`config.mk`:
```
export PLATFORM = sky130hd
export DESIGN_NAME = mem_port_arbiter
export DESIGN_NICKNAME = d
export VERILOG_FILES = /design/src/rtl/mem_port_arbiter.sv
export SDC_FILE = /design/constraint.sdc
export NUM_CORES = 1
export LEC_CHECK = 0
export CAP_MARGIN = 5
export CORE_AREA = 2 2 120 122
export CTS_BUF_LIST = sky130_fd_sc_hd__clkbuf_4
export DETAILED_ROUTE_END_ITERATION = 10
export DIE_AREA = 0 0 122 124
export PLACE_DENSITY = 0.86
export SYNTH_ARGS = -nofsm -noshare
export SYNTH_HDL_FRONTEND = slang
export SYNTH_SLANG_ARGS = --single-unit
```
`constraint.sdc`:
```
create_clock -name clk -period 2.38 [get_ports clk]
set_clock_uncertainty 0.2 [all_clocks]
set_input_delay 0.714 -clock clk [delete_from_list [all_inputs] [get_ports clk]]
set_output_delay 0.714 -clock clk [all_outputs]
set_load 0.01 [all_outputs]
```
`src/rtl/mem_port_arbiter.sv`:
```
// mem_port_arbiter
//   Shares one variable-latency memory port between the instruction-fetch
//   port and the data port of an RV32I pipeline. Data has priority, but
//   fetch is guaranteed a grant after at most MAX_D_STREAK consecutive data
//   grants while it waits. A watchdog aborts accesses that the memory never
//   acknowledges and reports them through err.
//
//   Ports
//     clk, reset            clock, synchronous active-high reset
//     if_req/if_addr        fetch request (held until if_ready)
//     if_ready/if_rdata     one-cycle fetch completion pulse + instruction
//     d_req/d_we/d_addr/    data request (held until d_ready)
//     d_wdata
//     d_ready/d_rdata       one-cycle data completion pulse + load data
//     err                   pulses with a ready when the access timed out
//     mem_req/mem_we/       memory request, held until mem_ack or abort
//     mem_addr/mem_wdata
//     mem_rdata/mem_ack     memory read data and completion strobe
//
//   Every output comes straight from a flop: the combinational block only
//   computes next-state values, so no input reaches an output in the same
//   cycle.
module mem_port_arbiter #(
  parameter int MAX_D_STREAK = 4,
  parameter int TIMEOUT      = 255
) (
  input  logic        clk,
  input  logic        reset,
  input  logic        if_req,
  input  logic [31:0] if_addr,
  output logic        if_ready,
  output logic [31:0] if_rdata,
  input  logic        d_req,
  input  logic        d_we,
  input  logic [31:0] d_addr,
  input  logic [31:0] d_wdata,
  output logic        d_ready,
  output logic [31:0] d_rdata,
  output logic        err,
  output logic        mem_req,
  output logic        mem_we,
  output logic [31:0] mem_addr,
  output logic [31:0] mem_wdata,
  input  logic [31:0] mem_rdata,
  input  logic        mem_ack
);

  localparam int              SW          = (MAX_D_STREAK < 1) ? 1 : $clog2(MAX_D_STREAK + 1);
  localparam logic [SW-1:0]   STREAK_MAX  = SW'(MAX_D_STREAK);
  localparam logic [15:0]     CNT_LAST    = 16'(TIMEOUT - 1);
  // A zero streak limit means fetch only wins when data is not asking.
  localparam bit              STRICT_DATA = (MAX_D_STREAK == 0);

  typedef enum logic [1:0] {S_IDLE, S_BUSY, S_RESP} state_t;
  typedef enum logic       {G_FETCH, G_DATA}        grant_t;

  state_t        r_state,  w_state;
  grant_t        r_grant,  w_grant;
  logic [SW-1:0] r_streak, w_streak;
  logic [15:0]   r_cnt,    w_cnt;

  logic          r_mem_req,   w_mem_req;
  logic          r_mem_we,    w_mem_we;
  logic [31:0]   r_mem_addr,  w_mem_addr;
  logic [31:0]   r_mem_wdata, w_mem_wdata;
  logic          r_if_ready,  w_if_ready;
  logic [31:0]   r_if_rdata,  w_if_rdata;
  logic          r_d_ready,   w_d_ready;
  logic [31:0]   r_d_rdata,   w_d_rdata;
  logic          r_err,       w_err;

  logic          w_data_wins;

  always_ff @(posedge clk) begin
    if (reset) begin
      r_state     <= S_IDLE;
      r_grant     <= G_DATA;
      r_streak    <= '0;
      r_cnt       <= '0;
      r_mem_req   <= 1'b0;
      r_mem_we    <= 1'b0;
      r_mem_addr  <= '0;
      r_mem_wdata <= '0;
      r_if_ready  <= 1'b0;
      r_if_rdata  <= '0;
      r_d_ready   <= 1'b0;
      r_d_rdata   <= '0;
      r_err       <= 1'b0;
    end else begin
      r_state     <= w_state;
      r_grant     <= w_grant;
      r_streak    <= w_streak;
      r_cnt       <= w_cnt;
      r_mem_req   <= w_mem_req;
      r_mem_we    <= w_mem_we;
      r_mem_addr  <= w_mem_addr;
      r_mem_wdata <= w_mem_wdata;
      r_if_ready  <= w_if_ready;
      r_if_rdata  <= w_if_rdata;
      r_d_ready   <= w_d_ready;
      r_d_rdata   <= w_d_rdata;
      r_err       <= w_err;
    end
  end

  always_comb begin
    w_state     = r_state;
    w_grant     = r_grant;
    w_streak    = r_streak;
    w_cnt       = r_cnt;
    w_mem_req   = r_mem_req;
    w_mem_we    = r_mem_we;
    w_mem_addr  = r_mem_addr;
    w_mem_wdata = r_mem_wdata;
    w_if_rdata  = r_if_rdata;
    w_d_rdata   = r_d_rdata;
    // ready/err are pulses: they are only raised on the BUSY->RESP edge
    // and fall again when RESP is left.
    w_if_ready  = 1'b0;
    w_d_ready   = 1'b0;
    w_err       = 1'b0;

    w_data_wins = d_req && (!if_req || STRICT_DATA || (r_streak < STREAK_MAX));

    case (r_state)
      S_IDLE: begin
        if (w_data_wins) begin
          w_grant     = G_DATA;
          w_mem_req   = 1'b1;
          w_mem_we    = d_we;
          w_mem_addr  = d_addr;
          w_mem_wdata = d_wdata;
          w_cnt       = '0;
          w_state     = S_BUSY;
          // The streak only counts data grants that made fetch wait.
          if (if_req) begin
            w_streak = (r_streak == STREAK_MAX) ? r_streak : r_streak + SW'(1);
          end else begin
            w_streak = '0;
          end
        end else if (if_req) begin
          w_grant     = G_FETCH;
          w_mem_req   = 1'b1;
          w_mem_we    = 1'b0;
          w_mem_addr  = if_addr;
          w_mem_wdata = '0;
          w_cnt       = '0;
          w_streak    = '0;
          w_state     = S_BUSY;
        end
      end

      S_BUSY: begin
        if (mem_ack) begin
          // An ack in the last watchdog cycle still counts as success.
          w_mem_req = 1'b0;
          w_state   = S_RESP;
          if (r_grant == G_DATA) begin
            w_d_ready = 1'b1;
            w_d_rdata = r_mem_we ? 32'd0 : mem_rdata;
          end else begin
            w_if_ready = 1'b1;
            w_if_rdata = mem_rdata;
          end
        end else if (r_cnt == CNT_LAST) begin
          w_mem_req = 1'b0;
          w_err     = 1'b1;
          w_state   = S_RESP;
          if (r_grant == G_DATA) begin
            w_d_ready = 1'b1;
            w_d_rdata = '0;
          end else begin
            w_if_ready = 1'b1;
            w_if_rdata = '0;
          end
        end else begin
          w_cnt = r_cnt + 16'd1;
        end
      end

      // Requests are deliberately ignored here: the requester that was just
      // served may still be holding req during its ready cycle.
      S_RESP: begin
        w_state = S_IDLE;
      end

      default: begin
        w_state = S_IDLE;
      end
    endcase
  end

  assign mem_req   = r_mem_req;
  assign mem_we    = r_mem_we;
  assign mem_addr  = r_mem_addr;
  assign mem_wdata = r_mem_wdata;
  assign if_ready  = r_if_ready;
  assign if_rdata  = r_if_rdata;
  assign d_ready   = r_d_ready;
  assign d_rdata   = r_d_rdata;
  assign err       = r_err;

endmodule

```
Word-level counts from Yosys, hierarchy flattened
Cells that the tools add are included.
Word-level totals
  output and inout bits: 133
  input port bits: 134
  bits in registers: 155
Cells by class
  bitwise gates (word level): 2
  magnitude comparators: 1
  add/subtract/negate cells: 2
  multiplexer cells: 42
  reductions and logical operators: 16
  eq/ne operators: 8
Operator list (count)
  $mux 32: 13
  $mux 16: 4
  $pmux 16 s2: 1
  $add 16x1->16 const B: 1
  $eq 16x8->1 const B: 1
  $mux 1: 14
  $mux 3: 4
  $reduce_and 3->1: 4
  $ne 3x3->1 const B: 3
  $mux 2: 4
  $reduce_bool 2->1: 3
  $ne 2x2->1 const B: 2
  $pmux 2 s2: 1
  $reduce_and 2->1: 2
  $reduce_and 4->1: 1
  $add 3x1->3 const B: 1
  $eq 3x3->1 const B: 1
  $lt 3x3->1 const B: 1
  $reduce_or 3->1: 1
  $eq 2x1->1 const B: 1
  $logic_not 2->1: 1
  $not 1->1: 2
  $pmux 1 s2: 1
  $reduce_or 2->1: 1
  3 further kinds: 3

Logic depth before layout (Yosys ltp)
  word-level depth: 5
  mapped depth: 8

Worst setup path after synthesis
Ideal clock, no wire load.
  path type: input port to flip-flop
  start point: input d_req
  end point: register r_streak[0]
  path slack: 0.134 ns
  path buffers: 3
  setup time: 0.070 ns
  arrival: 1.976 ns
  cell stages on the path: 7
  cell sequence: a21boi_0 clkbuf_1 and2_1 clkbuf_1 clkbuf_1 nand3_1 a21oi_1
On the way
  longest elaborated chain between the ends: 3
  elaborated cells on any way between the ends: 5
Ends and longest elaborated chain
  start, declared: RTL line 33  | input logic d_req,
  $logic_and 1x1->1 (*): RTL line 123  | w_data_wins = d_req && (!if_req || STRICT_DATA || (r_streak < STREAK_MAX));
  $ne 3x3->1 (no source line) or $reduce_bool 2->1 (tied branches)
  $reduce_and 3->1 (no source line)
  end signal, assigned: RTL line 92  | r_streak <= w_streak;
  end, declared: RTL line 59  | logic [SW-1:0] r_streak, w_streak;
Mark *: on every way between the ends. The rest lies on a longest branch, timed or not.
A chain may end at the register's enable or synchronous reset.

Worst setup path in the final report
  start point: register r_cnt[10]
  end point: register r_d_rdata[23], in the netlist d_rdata[23]
On the way
  longest elaborated chain between the ends: 3
Ends and longest elaborated chain
  start, declared: RTL line 60  | logic [15:0] r_cnt, w_cnt;
  start signal, assigned: RTL line 93  | r_cnt <= w_cnt;
  $eq 16x8->1: RTL line 165  | end else if (r_cnt == CNT_LAST) begin
  $reduce_bool 2->1 (no source line)
  $reduce_and 3->1 (no source line)
  end signal, assigned: RTL line 101  | r_d_rdata <= w_d_rdata;
  end, declared: RTL line 69  | logic [31:0] r_d_rdata, w_d_rdata;
No other way between the ends.

==> metrics.cfg <==
[floorplanning]
die_area_um2 = 15100
start_util = 0.428
ioPinCount = 267
core-area_um2 = 13700
rows = 43
die_x_um = 122
chipHeight_um = 124

[worst_setup_path]
reg2reg_to = d_rdata[23]$_SDFFE_PP0P_
critPathMaxFanout = 32
critPathKind = reg -> reg
rr_worst_depth = 7
r2r_slack_ns = 0.09
crit_arrival_ns = 2.53
worstPathRequired_ns = 2.62
rr_startpoint = r_cnt[10]$_SDFFE_PP0P_
startpoint_type = flop
crit_path_end_kind = flop

[cts]
cts_root_buffer = clkbuf_4
cts.sinks = 155
cts_tree = built
holdBufCountCts = 0
worstSkewPairLatency_ns = 0.55
cts_buffers = 17
clockBufferDepth = 2
cts.reportedPaths.clkPinSlew_ns = 0.13
htree_num_levels = 4

[sta]
setup_violations = 0
max-slew-margin-rel = 0.661
finalCritPeriodShare = 0.964
fmax_mhz = 436
tightest_slew_ns = 0.506
fin_hold_ws_ns = 0.284
drv_slew = 0
fin_crit_ns = 2.29
finalHoldViolations = 0

[power]
ir_worst_vdd_v = 0.000362
switching_share = 0.281
p_seq_frac = 0.532
power_frac_comb = 0.195
switchingPower_uw = 1480
pwr-share-clk = 0.272
p_leak_uw = 0.00416
internal_power_uw = 3780
p_per_area_nw_per_um2 = 578

[routing]
routed_wl_um = 18200
drc = 0
route.vias.total = 5810
wl_per_cell_um = 16.6
wl_met3_um = 1880
firstDrtPassIters = 5
first_iter_violations = 275
vias_per_cell = 5.32
wl_met2_um = 8540
top_layer = met4
drtAntennaViolNets = 0
met1_length_um = 7450

[yosys]
synth_edf_count = 0
synth_top_family_by_area = compound AO/OA/AOI/OAI gates
synth.area.top_cells = dfxtp_1, a22oi_1, nor2_1
ys_seq_area_frac = 0.529
async_flop_share = 0
ys_warn_count = 0
netlist_area_um2 = 5870
synth_nets = 766
syn_area_per_cell_um2 = 9.35
synth_ff_type = dfxtp_1
synth-xor-area-share = 0
synth_cell_types = 43
yosys.area_share.adder = 0.00853
yosys.area_share.simple = 0.151
synth_compound_area_frac = 0.215
postSynthCellCount = 628
synth_top_area_frac = 0.529
synthMuxAreaShare = 0.0599
ys_ff_latch = 155
synth_area_leader_cell = dfxtp_1

[layout]
final_core_util = 0.664
multiInputGateArea_um2 = 2580
drive_gt1_frac = 0.0932
synthToLayoutAreaGrowth_pct = 55.1
fin_nets = 1038
fin_area_um2 = 9100
seqCellArea_um2 = 3100
fill_cells = 1130

[global_routing]
grt_pass1_wl_um = 28300
track_usage = 0.240
grt_pass1_vias = 5620
grt_overflow = 0
antenna_found_initial = 1
grt_max_degree = 51

[min_path]
hp-start = r_streak[0]$_SDFFE_PP0P_
whs_endpoint = r_streak[0]$_SDFFE_PP0P_
hold_depth = 2
hold_class = reg -> reg

[job]
drv_cap = 0

[placement]
io_buffers = 266
hpwl_um = 12900
placed_area_um2 = 8960
place.gp.congestion = 0.928

[run_status]
outcome = finished, final reports clean

cells in the final DEF, fill, tap and decap left out, types with 9 or more instances in the layout:
cell / Yosys / layout
a22oi_1: 97 / 96
nand3_1: 10 / 10
nor3_1: 17 / 16
dfxtp_1: 155 / 154
mux2i_1: 34 / 34
clkdlybuf4s50_1: 0 / 132
dlygate4sd2_1: 0 / 125
buf_4: 0 / 30
o21ai_0: 10 / 9
nand2_1: 15 / 15
nor2_1: 140 / 139
a211oi_1: 33 / 33
clkbuf_4: 0 / 18
metrics by stage:
stage / setup TNS [ns] / setup WS, ns / cells / power [µW]
floorplan: 0 / 0.134 / 628 / 3310
global placement: -5.38 / -0.205 / 1058 / 3950
detailed placement: -6.18 / -0.214 / 1058 / 3980
CTS: 0 / 0.00242 / 1089 / 5310
global route: -0.0283 / -0.0151 / 1093 / 5520
finish: 0 / 0.0862 / 1093 / 5260
synth_stat cells, types with 2 or more instances:
library cell and count:
nand2b_1 2, buf_2 5, nand4_1 3, nand3_1 10, o211ai_1 2, or4_1 2, nor3_1 17, a311oi_1 2
a21oi_1 8, nor2_1 140, a211o_1 2, a211oi_1 33, ha_1 4, nor4_1 2, a21o_1 6, a2bb2oi_1 2
mux2i_1 34, buf_1 4, a22oi_1 97, or3_1 4, dfxtp_1 155, or2_2 3, nand2_1 15, inv_1 6
o21ai_0 10, clkbuf_1 42, a21boi_0 2
registers in the layout (all words and copies together), names as in the netlist:
| register | flops |
|---|---|
| d_ready | 1 |
| r_state | 2 |
| r_cnt | 16 |
| d_rdata | 32 |
| err | 1 |
| if_ready | 1 |
| mem_addr | 32 |
| if_rdata | 32 |
| mem_wdata | 32 |
| mem_req | 1 |
| r_grant | 1 |
| mem_we | 1 |
| r_streak | 3 |
what timing repair did:
item                                   CTS  global route
cloned                                   0             0
resized for setup                      126            13
buffers inserted                         0             3
setup endpoints to repair              135            77
pin swaps                                1             1
endpoints found under the hold margin    0             0
worst max path at each step:
stage                                    startpoint                  endpoint  slack [ns]
after CTS                 mem_wdata[6]$_SDFFE_PP0P_              mem_wdata[6]       0.002
final                        r_cnt[10]$_SDFFE_PP0P_  d_rdata[23]$_SDFFE_PP0P_        0.09
after detailed placement                    mem_ack    r_cnt[10]$_SDFFE_PP0P_       -0.21
after global routing         r_cnt[10]$_SDFFE_PP0P_  d_rdata[24]$_SDFFE_PP0P_       -0.02
after floorplan                               d_req  r_streak[0]$_SDFFE_PP0P_        0.13
after global placement                      mem_ack    r_cnt[10]$_SDFFE_PP0P_       -0.20
metal layers:
metal / track usage / up-vias
li1: - / 2820
met1: 0.285 / 2715
met2: 0.396 / 252
met3: 0.0911 / 23
met4: 0.0855 / 0
met5: 0 / -
power groups by stage:
stage	clock (µW)	sequential, µW	combinational [µW]
2_1_floorplan	0	2920	388
3_3_place_gp	0	2860	1090
3_5_place_dp	0	2860	1110
4_1_cts	1470	2800	1040
5_1_grt	1590	2820	1120
6_report	1430	2800	1030
layout make-up:
| type | count | share of cell area |
|---|---|---|
| clock inverters | 13 | 0.0115 |
| multi-input cells | 416 | 0.284 |
| repair buffers | 304 | 0.321 |
| flip-flops and latches | 155 | 0.341 |
| inverters | 6 | 0.00247 |
| clock buffers | 18 | 0.0148 |
| diodes | 1 | 0.000275 |
| well taps | 180 | 0.0247 |
cell families after synthesis:
kind of cell / Yosys count
AND/OR/NAND/NOR: 205
buffers and inverters: 57
multiplexers: 35
AO/OA/AOI/OAI: 172
adder cells (fa/ha/maj): 4
flip-flops: 155
critical path: stages, from the launching register on:
cell and delay [ns]:
dfxtp_1 0.34, or4_4 0.54, nor4_4 0.27, buf_4 0.19, o211ai_1 0.13, clkbuf_16 0.26, a22oi_1 0.18, nor2_1 0.06
(Power assumes the default switching activity.)
